### src/rtl/frame_timer_pkg.sv
// Shared encodings for the multi-channel frame timer.
// Mode, write-kind and channel state codes used by the top level and the channel slice.
package frame_timer_pkg;

  typedef enum logic {
    FT_ONE_SHOT    = 1'b0,
    FT_AUTO_RELOAD = 1'b1
  } ft_mode_e;

  typedef enum logic [1:0] {
    FT_WR_RELOAD = 2'b00,
    FT_WR_MODE   = 2'b01,
    FT_WR_PRESC  = 2'b10,
    FT_WR_NONE   = 2'b11
  } ft_wr_kind_e;

  typedef enum logic {
    FT_IDLE = 1'b0,
    FT_RUN  = 1'b1
  } ft_state_e;

  // Index width that stays at least one bit wide, so single-entry selects remain legal ports.
  function automatic int ft_idx_w(input int n);
    return (n > 1) ? $clog2(n) : 1;
  endfunction

endpackage

### src/rtl/frame_timer_ch.sv
// One timer channel: byte-loaded reload buffer, mode bit, count register and IDLE/RUN FSM.
// Start beats stop, and stop beats a prescaler step.
module frame_timer_ch
  import frame_timer_pkg::*;
#(
  parameter int CNT_W  = 32,
  parameter int DATA_W = 8,
  parameter int BYTE_W = 2
) (
  input  logic              clk,
  input  logic              rst,
  input  logic              i_wr_reload,
  input  logic [BYTE_W-1:0] i_wr_byte,
  input  logic [DATA_W-1:0] i_wr_data,
  input  logic              i_wr_mode,
  input  logic              i_mode_bit,
  input  logic              i_start,
  input  logic              i_stop,
  input  logic              i_pause,
  input  logic              i_step,
  output logic [CNT_W-1:0]  o_cnt,
  output logic              o_active,
  output logic              o_tick
);

  localparam int NBYTES = CNT_W / DATA_W;

  logic [CNT_W-1:0] r_reload;
  logic [CNT_W-1:0] r_cnt;
  ft_mode_e         r_mode;
  ft_state_e        r_state;
  logic             r_tick;

  // Start reads r_reload before this cycle's byte write lands, so a colliding write is not seen.
  always_ff @(posedge clk or posedge rst) begin
    if (rst) begin
      r_reload <= '0;
      r_cnt    <= '0;
      r_mode   <= FT_ONE_SHOT;
      r_state  <= FT_IDLE;
      r_tick   <= 1'b0;
    end else begin
      r_tick <= 1'b0;

      if (i_wr_reload) begin
        for (int b = 0; b < NBYTES; b++) begin
          if (i_wr_byte == BYTE_W'(b)) begin
            r_reload[b*DATA_W +: DATA_W] <= i_wr_data;
          end
        end
      end

      if (i_wr_mode) begin
        r_mode <= ft_mode_e'(i_mode_bit);
      end

      if (i_start) begin
        if (r_reload != '0) begin
          r_cnt   <= r_reload;
          r_state <= FT_RUN;
        end else begin
          r_cnt   <= '0;
          r_state <= FT_IDLE;
        end
      end else if (i_stop) begin
        r_cnt   <= '0;
        r_state <= FT_IDLE;
      end else if (r_state == FT_RUN && i_step && !i_pause) begin
        if (r_cnt > CNT_W'(1)) begin
          r_cnt <= r_cnt - CNT_W'(1);
        end else begin
          r_tick <= 1'b1;
          if (r_mode == FT_AUTO_RELOAD && r_reload != '0) begin
            r_cnt <= r_reload;
          end else begin
            r_cnt   <= '0;
            r_state <= FT_IDLE;
          end
        end
      end
    end
  end

  assign o_cnt    = r_cnt;
  assign o_active = (r_state == FT_RUN);
  assign o_tick   = r_tick;

endmodule

### src/rtl/frame_timer.sv
// Multi-channel frame timer: shared prescaler, configuration write decode and count readback.
// Each channel slice owns its own buffer, mode and FSM.
module frame_timer
  import frame_timer_pkg::*;
#(
  parameter int CHANNELS = 4,
  parameter int CNT_W    = 32,
  parameter int DATA_W   = 8,
  parameter int PRESC_W  = 8,
  localparam int CH_W    = ft_idx_w(CHANNELS),
  localparam int BYTE_W  = ft_idx_w(CNT_W / DATA_W)
) (
  input  logic                clk,
  input  logic                rst,
  input  logic                wr_en_in,
  input  logic [1:0]          wr_kind_in,
  input  logic [CH_W-1:0]     wr_ch_in,
  input  logic [BYTE_W-1:0]   wr_byte_in,
  input  logic [DATA_W-1:0]   wr_data_in,
  input  logic [CHANNELS-1:0] start_in,
  input  logic [CHANNELS-1:0] stop_in,
  input  logic [CHANNELS-1:0] pause_in,
  input  logic [CH_W-1:0]     rd_ch_in,
  output logic [CNT_W-1:0]    cnt_out,
  output logic [CHANNELS-1:0] active_out,
  output logic [CHANNELS-1:0] tick_out
);

  logic [PRESC_W-1:0]  r_presc_reg;
  logic [PRESC_W-1:0]  r_presc_cnt;
  logic                w_step;
  logic                w_wr_presc;
  logic [CHANNELS-1:0] w_wr_reload;
  logic [CHANNELS-1:0] w_wr_mode;
  logic [CNT_W-1:0]    w_cnt [CHANNELS];

  assign w_step     = (r_presc_cnt == r_presc_reg);
  assign w_wr_presc = wr_en_in && (wr_kind_in == FT_WR_PRESC);

  // Rewriting the divider also restarts its phase so the first period is predictable.
  always_ff @(posedge clk or posedge rst) begin
    if (rst) begin
      r_presc_reg <= '0;
      r_presc_cnt <= '0;
    end else if (w_wr_presc) begin
      r_presc_reg <= PRESC_W'(wr_data_in);
      r_presc_cnt <= '0;
    end else if (w_step) begin
      r_presc_cnt <= '0;
    end else begin
      r_presc_cnt <= r_presc_cnt + PRESC_W'(1);
    end
  end

  for (genvar g = 0; g < CHANNELS; g++) begin : g_ch
    assign w_wr_reload[g] = wr_en_in && (wr_kind_in == FT_WR_RELOAD) && (wr_ch_in == CH_W'(g));
    assign w_wr_mode[g]   = wr_en_in && (wr_kind_in == FT_WR_MODE)   && (wr_ch_in == CH_W'(g));

    frame_timer_ch #(
      .CNT_W  (CNT_W),
      .DATA_W (DATA_W),
      .BYTE_W (BYTE_W)
    ) u_ch (
      .clk         (clk),
      .rst         (rst),
      .i_wr_reload (w_wr_reload[g]),
      .i_wr_byte   (wr_byte_in),
      .i_wr_data   (wr_data_in),
      .i_wr_mode   (w_wr_mode[g]),
      .i_mode_bit  (wr_data_in[0]),
      .i_start     (start_in[g]),
      .i_stop      (stop_in[g]),
      .i_pause     (pause_in[g]),
      .i_step      (w_step),
      .o_cnt       (w_cnt[g]),
      .o_active    (active_out[g]),
      .o_tick      (tick_out[g])
    );
  end

  // Unpopulated channel indices read back as zero.
  always_comb begin
    cnt_out = '0;
    for (int i = 0; i < CHANNELS; i++) begin
      if (rd_ch_in == CH_W'(i)) begin
        cnt_out = w_cnt[i];
      end
    end
  end

endmodule
### config.mk
export PLATFORM = sky130hd
export DESIGN_NAME = frame_timer
export DESIGN_NICKNAME = d
export VERILOG_FILES = /design/src/rtl/frame_timer_pkg.sv /design/src/rtl/frame_timer_ch.sv /design/src/rtl/frame_timer.sv
export SDC_FILE = /design/constraint.sdc
export NUM_CORES = 1
export LEC_CHECK = 0
export ABC_AREA = 1
export CORE_MARGIN = 2
export CORE_UTILIZATION = 30
export CTS_CLUSTER_SIZE = 14
export DETAILED_ROUTE_END_ITERATION = 12
export GPL_TIMING_DRIVEN = 1
export PLACE_DENSITY = 0.56
export SYNTH_ARGS = -nofsm -noshare
export SYNTH_HDL_FRONTEND = slang
export SYNTH_SLANG_ARGS = --single-unit
### constraint.sdc
create_clock -name clk -period 22.2 [get_ports clk]
set_input_delay 5.55 -clock clk [delete_from_list [all_inputs] [get_ports clk]]
set_output_delay 5.55 -clock clk [all_outputs]
set_load 0.005 [all_outputs]
## Word level (Yosys, flattened, before mapping)

Cells that the tools add are included.
W data, S select, Z words.

- Bits in read-only memories: 0
- Latch bits: 0
- Output and inout bits: 40
- Flip-flop bits (word level): 284
- Bits in writable memories: 0
- Logic and storage cells: 192
- Input bits: 31
- Memories: 0

- Bitwise operators: 0
- Mux-type cells: 70
- Shift-type cells: 0
- $lt $le $gt $ge: 4
- Add/subtract/negate cells: 5
- Multipliers: 0
- Equality and inequality tests: 20
- Div/mod/pow operators: 0
- Reduce and logical (&&, ||, !) cells: 59

Operators with widths:

| cell | count |
|---|---|
| $mux W32 | 28 |
| $gt A32 B1 Y1 const B | 4 |
| $reduce_bool A32 Y1 | 4 |
| $sub A32 B1 Y32 const B | 4 |
| $mux W1 | 40 |
| $reduce_and A2 Y1 | 16 |
| $ne A3 B3 Y1 const B | 8 |
| $logic_and A1 B1 Y1 | 23 |
| $mux W8 | 2 |
| $eq A2 B2 Y1 const B | 7 |
| $reduce_and A3 Y1 | 4 |
| $reduce_bool A3 Y1 | 4 |
| $add A8 B1 Y8 const B | 1 |
| $eq A2 B1 Y1 const B | 4 |
| $eq A8 B8 Y1 | 1 |
| $logic_not A2 Y1 | 4 |
| $logic_not A1 Y1 | 4 |

## Depth between registers and ports, before layout

- Word-level depth: 7
- Mapped depth: 13
- Depth with buffers taken out: 13

## Hierarchy

Synthesis repeated with hierarchy kept, for this count alone.

- Cells, all modules: 3108
- Area total of the unflattened synthesis: 20104.3 um^2

Modules (own cells, without submodules):

| module | cells each | sequential area each (um^2) | times used | area an instance (um^2) |
|---|---|---|---|---|
| frame_timer_ch at g_ch[1].u_ch ... | 706 | 1676.6 | 3 | 4604.4 |
| frame_timer_ch at g_ch[0].u_ch | 704 | 1676.6 | 1 | 4593.2 |
| frame_timer | 286 | 400.4 | 1 | 1697.9 |

## Worst setup path before layout

Ideal clock, no wire load.

- Path type: input to output
- From: input port rd_ch_in[1]
- To: output port cnt_out[19]
- Setup slack: 10.111 ns
- Data required time: 16.650 ns
- Stages on the path: 7
- Arrival time: 6.539 ns
- Buffers on the path: 2
- Cells stage by stage: inv_1 nand2_1 clkbuf_1 buf_1 o22ai_1 a21oi_1 o21ai_0

- Cells in the longest elaborated chain, start to end: 5
- Elaborated cells on any way between the ends: 8
- Classes of those cells: eq/ne (3); mux (4); reduce/logical (1)

RTL lines:

| element | line | text |
|---|---|---|
| start, declared | frame_timer.sv:23 | `input logic [CH_W-1:0] rd_ch_in,` |
| $logic_not A2 Y1 | frame_timer.sv:85 | `if (rd_ch_in == CH_W'(i)) begin` |
| $mux W32 (3 in a row) | frame_timer.sv:85 |  |
| $mux W32 * | frame_timer.sv:85 |  |
| end, declared | frame_timer.sv:24 | `output logic [CNT_W-1:0] cnt_out,` |

Mark *: on every way between the ends. The rest lies on a longest branch, timed or not.

## Final worst setup path

- From: input port rd_ch_in[1]
- To: output port cnt_out[3]

The elaborated chain is that of the path after synthesis.

==> reports/results.env <==
REPORT.FINAL.SETUP_VIOL=0
ROUTED-VIA-COUNT=19800
WORSTSETUPPATHTYPE='primary input to output pin'
YS_SEQ_AREA_FRAC=0.369
BOUNDARYPINS=71
POWER.IR.VDD_WORST_mV=0.0410
PLACER_S_FINAL_ROUTABILITY_CONGESTION_ESTIMATE=0.947
GRT_PASS1_VIAS=18100
VIAS_PER_CELL=5.19
TNS_NS=0
R2R_SLACK_NS=18.68
CTS-ROOT-BUF='clkbuf_16'
WORST_SETUP_PATH_START_KIND='primary input'
MAXIMUM_NUMBER_OF_PINS_ON_ONE_NET_BEFORE_GLOBAL_ROUTE_REPAIR=103
LAYOUT_SETUP_WS_NS=8.21
CELLINTERNALPOWER_mW=1.09
MOSTFREQUENTLAYOUTCELLS='793 x nand2_1, 490 x nor2_1, 284 x dfrtp_1'
STATUS='completed'
CTSLONGESTPATHBUFFERS=3
WORSTSKEWPAIRLATENCY_NS=0.57
FIRST_PASS_ITERS=6
CRIT_CHAIN='clkdlybuf4s50_1 > inv_1 > nor2_2 > a221oi_1 > o21ai_0 > clkdlybuf4s50_1'
STARTING_DENSITY=0.304
CTS-HTREE-LEVELS=2
LAYOUT-DRIVE-GT1-SHARE=0.0460
ROUTED_WL_UM=76700
CRITICAL-PATH-MAX-STAGE-DELAY_NS=1.01
CLOCK_TREE_FROM_TRITONCTS='built'
SHARE_COMB_OF_TOTAL_POWER=0.268
TOTAL_POWER_mW=1.76
NETSWITCHINGPOWER_mW=0.670
YS.WARNINGS.COUNT=0
TIMING.CRITICAL_PATH.ARRIVAL_NS=8.44
FILL_CELLS=6999
ROUTE.DETAILED.DRC=0
CRIT_REQUIRED_NS=16.65
GLOBAL_ROUTE_WIRE_LENGTH_BEFORE_REPAIR_UM=118000
CRITICAL_PATH.MOST_COMMON_CELL='clkdlybuf4s50_1'
CLOCK-SINKS=284
MAXCAPVIOLATIONS=0
CORE_AREA_UM2=63200
SYN-CELL-AREA_UM2=19200
DIE_OUTLINE_WIDTH_UM=257
PORT-BUFFER-COUNT=70
FIN_NETS=2972
WHS_PATH_DEPTH=1
FP-ROW-COUNT=92
HP-START='r_presc_cnt[0]'
CRITICAL_PATH.REG2REG.STARTPOINT='r_presc_cnt[2]'
SW_FRAC_OF_TOTAL=0.380
YOSYSUNIQUECELLTYPES=43
CLOCK_POWER_SHARE=0.338
MAX_SLEW_MARGIN=0.103
CLK_PIN_SLEW_NS=0.06
FINAL-HOLD-VIOLATION-COUNT=0
CELLPOWERDENSITY_nW_PER_UM2=81.2
TIMING.FINAL.CRIT_SHARE=0.630
SLEW_VIOL_FINAL=0
CRITICAL_PATH.REG2REG.ENDPOINT='g_ch[3].u_ch.o_cnt[30]'
LAYOUT_COMMONEST_CELL='nand2_1'
REMAINING_NUMBER_OF_NETS_FLAGGED_BY_THE_ANTENNA_CHECK_AFTER_ROUTING=0
WL_PER_CELL_UM=20.2
CP_SLOWEST_CELL='nor2_2'
FMAX_MHz=71.5
SYNTHTOLAYOUTAREAGROWTH_PCT=12.9
YS_FF_LATCH=284
TIGHTEST_SLEW_NS=1.34
CTS_INSERTED_BUFFERS=35
SYN-NUM-NETS=2981
SYN_INST=2941
CTS.REPAIR_TIMING.SETUP_BUFFER_COUNT=0
PWR-SHARE-SEQ=0.394
GRT_ANTENNA_BEFORE_REPAIR=3
GRT_UTIL_ALL_LAYERS=0.231
TIMING.FINAL.CRIT_PERIOD_NS=13.99
TIMING.CRITICAL_PATH.FANOUT_MAX=32
CTS.REPAIR.RESIZED=0
POST_DETAIL_PLACE_HPWL_UM=54400
WORST_HOLD_PATH.ENDPOINT='r_presc_cnt[0]'
MIN-DELAY-PATH-CLASS='register to register'
LEAKAGEPOWER_nW=9.78
FIN_HOLD_WS_NS=0.490
DRT_ITER0_MARKERS=1891
SYN_AVG_CELL_AREA_UM2=6.54
DIE_Y_UM=257
PLACE_WORST_SETUP_SLACK_NS=8.34
HOLDBUFCOUNTCTS=0
WORST_R2R_PATH_DEPTH=8
WORSTSETUPENDPOINTTYPE='output pin'
CLOCK-SKEW-FINAL_NS=0.0259
GRT_SETUP_UNREPAIRED='no'
GR-TOTAL-OVERFLOW=0
DIE_AREA_UM2=66200
-- worst max-delay path, delay by kind of cell --
kind	cells	cell delay [ns]
AND/OR/NAND/NOR	1	1.01
AO/OA/AOI/OAI	2	0.57
buffers and inverters	3	1.31
-- cell type report --
cell class,instances,area (µm²),share of cell area
Antenna cell,4,10.0,0.000461
Timing Repair Buffer,98,906,0.0417
Tap cell,846,1060,0.0487
Sequential cell,284,7110,0.327
Clock buffer,50,992,0.0457
Multi-Input combinational cell,2268,10600,0.486
Inverter,245,927,0.0427
Clock inverter,11,158,0.00726
-- how the worst max path moves through the flow --
stage / cells past startpoint / start / endpoint / slack [ns]
6_report: 6 / rd_ch_in[1] / cnt_out[3] / 8.21
3_3_place_gp: 6 / rd_ch_in[1] / cnt_out[5] / 8.35
4_1_cts: 6 / rd_ch_in[1] / cnt_out[5] / 8.32
3_5_place_dp: 6 / rd_ch_in[1] / cnt_out[5] / 8.34
2_1_floorplan: 1 / rst / g_ch[0].u_ch.o_active / 8.81
5_1_grt: 6 / rd_ch_in[1] / cnt_out[4] / 8.06
-- metrics by stage --
stage,area [µm²],utilization,std cells
2_1_floorplan,19200,-,2941
3_3_place_gp,20600,0.325,3741
3_5_place_dp,20600,0.325,3741
4_1_cts,21700,0.344,3802
5_1_grt,21700,0.344,3802
6_report,21700,0.344,3806
-- power groups by stage --
stage | combinational, mW | sequential [mW] | clock [mW]
2_1_floorplan | 0.323 | 0.657 | 0
5_1_grt | 0.531 | 0.705 | 0.625
6_report | 0.473 | 0.696 | 0.596
3_5_place_dp | 0.467 | 0.701 | 0
4_1_cts | 0.469 | 0.692 | 0.607
3_3_place_gp | 0.465 | 0.701 | 0
-- cells in the mapped netlist --
master / instances / share of area
o21ai_0: 233 / 0.061
o21bai_1: 3 / 0.0012
nand3b_1: 4 / 0.0016
a221oi_1: 10 / 0.0046
a21oi_4: 1 / 0.00085
clkbuf_1: 93 / 0.018
nand4_1: 58 / 0.019
nor2_8: 2 / 0.0021
nand3_1: 273 / 0.071
o22ai_1: 19 / 0.0062
o211ai_1: 1 / 0.00039
nand2_4: 2 / 0.0012
or2_0: 3 / 0.00098
dfrtp_1: 284 / 0.37
a21oi_1: 145 / 0.038
nor2_1: 495 / 0.097
buf_1: 3 / 0.00059
a22oi_1: 19 / 0.0074
nand2_1: 793 / 0.15
nor2_4: 5 / 0.0029
and2_1: 1 / 0.00033
buf_6: 4 / 0.0023
inv_2: 5 / 0.00098
xnor2_1: 5 / 0.0023
nand4_4: 1 / 0.0011
o21ai_1: 17 / 0.0044
or2_2: 4 / 0.0013
nor3_1: 14 / 0.0036
xor2_1: 38 / 0.017
ha_1: 9 / 0.0059
inv_1: 240 / 0.047
nor2_2: 10 / 0.0033
nor4_1: 2 / 0.00065
nor3_2: 1 / 0.00052
a21boi_0: 57 / 0.022
nand2_2: 13 / 0.0042
nand3_2: 1 / 0.00052
nand4_2: 3 / 0.0020
a21boi_1: 21 / 0.0082
a31oi_1: 4 / 0.0013
a21oi_2: 1 / 0.00046
buf_4: 16 / 0.0062
buf_2: 28 / 0.0073
-- layer usage --
layer	vias to the layer above	share of wire	wire length, µm	track usage
met5	-	0.000091	7	0
met4	2	0.040	3100	0.0862
met3	136	0.071	5420	0.0397
met2	661	0.43	33100	0.349
met1	9406	0.46	35100	0.328
li1	9553	-	-	-
-- kinds of logic after synthesis --
group           share of synthesized area
fa+ha+maj                         0.00585
simple gates                        0.367
xor+xnor                           0.0196
flops                               0.369
buf+inv                            0.0824
compound gates                      0.155
Power figures use the tool's default switching activity.
==> variant (config.mk and constraints unchanged) <==
Put a register stage on the output `cnt_out`. The value now appears one clock later. The other outputs are not delayed to match.
--- a/src/rtl/frame_timer.sv
+++ b/src/rtl/frame_timer.sv
@@ -25,6 +25,8 @@
   output logic [CHANNELS-1:0] active_out,
   output logic [CHANNELS-1:0] tick_out
 );
+
+  logic [CNT_W-1:0] cnt_d;
 
   logic [PRESC_W-1:0]  r_presc_reg;
   logic [PRESC_W-1:0]  r_presc_cnt;
@@ -80,12 +82,16 @@
 
   // Unpopulated channel indices read back as zero.
   always_comb begin
-    cnt_out = '0;
+    cnt_d = '0;
     for (int i = 0; i < CHANNELS; i++) begin
       if (rd_ch_in == CH_W'(i)) begin
-        cnt_out = w_cnt[i];
+        cnt_d = w_cnt[i];
       end
     end
   end
 
+  always_ff @(posedge clk) begin
+    cnt_out <= cnt_d;
+  end
+
 endmodule
Function: changed (a bounded check fails within 4 cycles, from zero or initial values and one cycle with rst high).
==> variant against the unedited design <==
  * Routed wire length decreased by 4.1%
  * Final area increased by 2.2%
  * Count of clock-buffer cells in the layout increased by 5
  * Synthesized cell count decreased by 0.78%
  * Worst hold slack got worse by 0.0060 ns
  * Non-clock buffer count increased by 1
  * Die area increased by 1.6%
  * Highest routed layer unchanged
  * Total power increased by 5.2%
  * Sequential cell count increased by 32
  * Area after synthesis increased by 1.6%
  * Setup slack improved by 6.2 ns
  * Critical path type is now in2reg
==> variant: results (changes against the unedited design) <==
- Worst vdd ir: 0.0000483 V (+18%)
- Synth Area in XOR/XNOR: 3.72% (+1.8 points)
- Complex-gate fraction of the synthesized area: 12.8% (-2.7 points)
- Post-DP HPWL: 52000 µm (-4.5%)
- Diode count: 0 (-4)
- GRT Total Usage: 21.7% (-1.4 points)
- Root buf cell: clkbuf_16
- H-Tree Depth: 2 (unchanged)
- Syn nets: 2958 (-0.77%)
- WL final: 73600 µm (-4.1%)
- Port-buffer cells: 70 (unchanged)
- Placed Area: 20900 µm² (+1.8%)
- Seq/Total Area, Yosys: 39.6% (+2.7 points)
- Global-route wire length before repair: 112000 µm (-4.7%)
- DR vias: 19300 (-2.4%)
- Worst-Margin Slew: 1.36 ns (+0.0176 ns)
- Synth cell types: 47 (+9.3%)
- CTS buffer count: 39 (+11%)
- DR iter-0 viols: 2148 (+14%)
- Top cells by count, synth: 767 x nand2_1, 594 x nor2_1, 284 x dfrtp_1
- Crit-path max FO: 16 (-50%)
- Top post-synthesis cells by area: dfrtp_1 36%, nand2_1 15%, nor2_1 11%
- Router iterations before antenna repair: 7 (+1)
- Path category of the worst min-delay check: reg2reg
- CTS max path bufs: 3 (unchanged)
- Synth warn: 0 (unchanged)
- FILL cells: 7054 (+0.79%)
- Largest net degree at the start of global routing: 106 (+2.9%)
- Largest family of logic cells by synthesized area: simple AND/OR/NAND/NOR gates
- Mux cell area share after synthesis: 0% (unchanged)
- RD Place Congestion: 0.950 (+0.30%)
- Share of layout cells above drive strength 1: 4.93% (+0.33 points)
- Skew-Pair Late Insertion Delay: 0.58 ns
- Asr flop ratio synth: 89.9% (-10 points)
- Resize count post-CTS: 0 (unchanged)
- Status: finished clean
- Switch Pwr: 0.671 mW (+0.11%)
- Post-CTS setup buffers: 0 (unchanged)
- Initial antenna violation count: 5 (+2)
- Vias in the first global route: 17600 (-2.9%)
- Post-synthesis adder-cell area fraction: 0.576% (-0.0092 points)
- Clock slew at the register clock pins of the worst setup and hold paths: 0.06 ns (about the same)
- Static leakage: 10.5 nW (+6.9%)
- Clock Skews: 0.0289 ns (+0.00301 ns)
- WP data arrival: 8.30 ns (-0.14 ns)
## variant: changes by cell type after synthesis, moves of 24 or more
cell	unedited run	this run
dfxtp_1	0	32
a21boi_0	57	0
xor2_1	38	62
nand4_1	58	20
nor2_1	495	594
nand3_1	273	217
a21oi_1	145	118
nand2_1	793	767
## variant: area by class of cell
cell class                      instances  area [µm²]  share of cell area (%)
Inverter                              236         893                    4.02
Tap cell                              855        1070                    4.82
Sequential cell                       316        7750                    34.9
Clock inverter                         16         173                   0.778
Multi-Input combinational cell       2238       10300                    46.4
Clock buffer                           55        1100                    4.94
Timing Repair Buffer                   99         913                    4.11
## variant: kinds of logic after synthesis
kind of cell | after synthesis
XOR/XNOR | 83
AO/OA/AOI/OAI | 461
AND/OR/NAND/NOR | 1685
flip-flops | 316
buffers and inverters | 364
adder cells (fa/ha/maj) | 9
## variant: layer usage
metal,global-route usage [%],part of all wire (%),routed length [µm],vias to the layer above
met3,4.18,8.4,6170,131
met2,31.5,42,30600,786
met1,32.4,47,34700,8987
li1,-,-,-,9387
met5,0,0.015,11,-
met4,6.31,3.0,2170,2
## variant: worst max-delay path: stages
cell and delay [ns]:
clkdlybuf4s50_1 0.47, nor3_4 1.09, nand3_1 0.78, o21ai_0 0.39
## variant: final timing paths
| path | slack (ns) | cells after the start | start | to |
|---|---|---|---|---|
| max in group asynchronous | 14.75 | 4 | rst | g_ch[0].u_ch.r_reload[14]$_DFFE_PP0P_ |
| min | 0.48 | 2 | g_ch[2].u_ch.r_reload[8]$_DFFE_PP0P_ | g_ch[2].u_ch.r_reload[8]$_DFFE_PP0P_ |
| max | 14.38 | 4 | wr_kind_in[1] | g_ch[2].u_ch.r_reload[25]$_DFFE_PP0P_ |
| min reg2reg | 0.48 | 2 | g_ch[2].u_ch.r_reload[8]$_DFFE_PP0P_ | g_ch[2].u_ch.r_reload[8]$_DFFE_PP0P_ |
| min in group asynchronous | 5.49 | 2 | rst | g_ch[1].u_ch.r_reload[11]$_DFFE_PP0P_ |
| max reg2reg | 19.05 | 11 | r_presc_cnt[0]$_DFF_PP0_ | g_ch[1].u_ch.o_cnt[25]$_DFFE_PP0P_ |
## variant: power by group through the flow
stage | Sequential, mW | Clock [mW] | Combinational [mW]
final | 0.760 | 0.646 | 0.451
after global routing | 0.768 | 0.680 | 0.509
after CTS | 0.756 | 0.658 | 0.447
after detailed placement | 0.766 | 0 | 0.444
after global placement | 0.766 | 0 | 0.444
after floorplan | 0.719 | 0 | 0.315
## variant: through the flow
stage	setup WS [ns]	std cells	power, mW
after global routing	14.15	3815	1.96
after detailed placement	13.84	3744	1.21
after CTS	14.43	3815	1.86
final	14.38	3815	1.86
after global placement	13.91	3744	1.21
after floorplan	8.81	2918	1.03
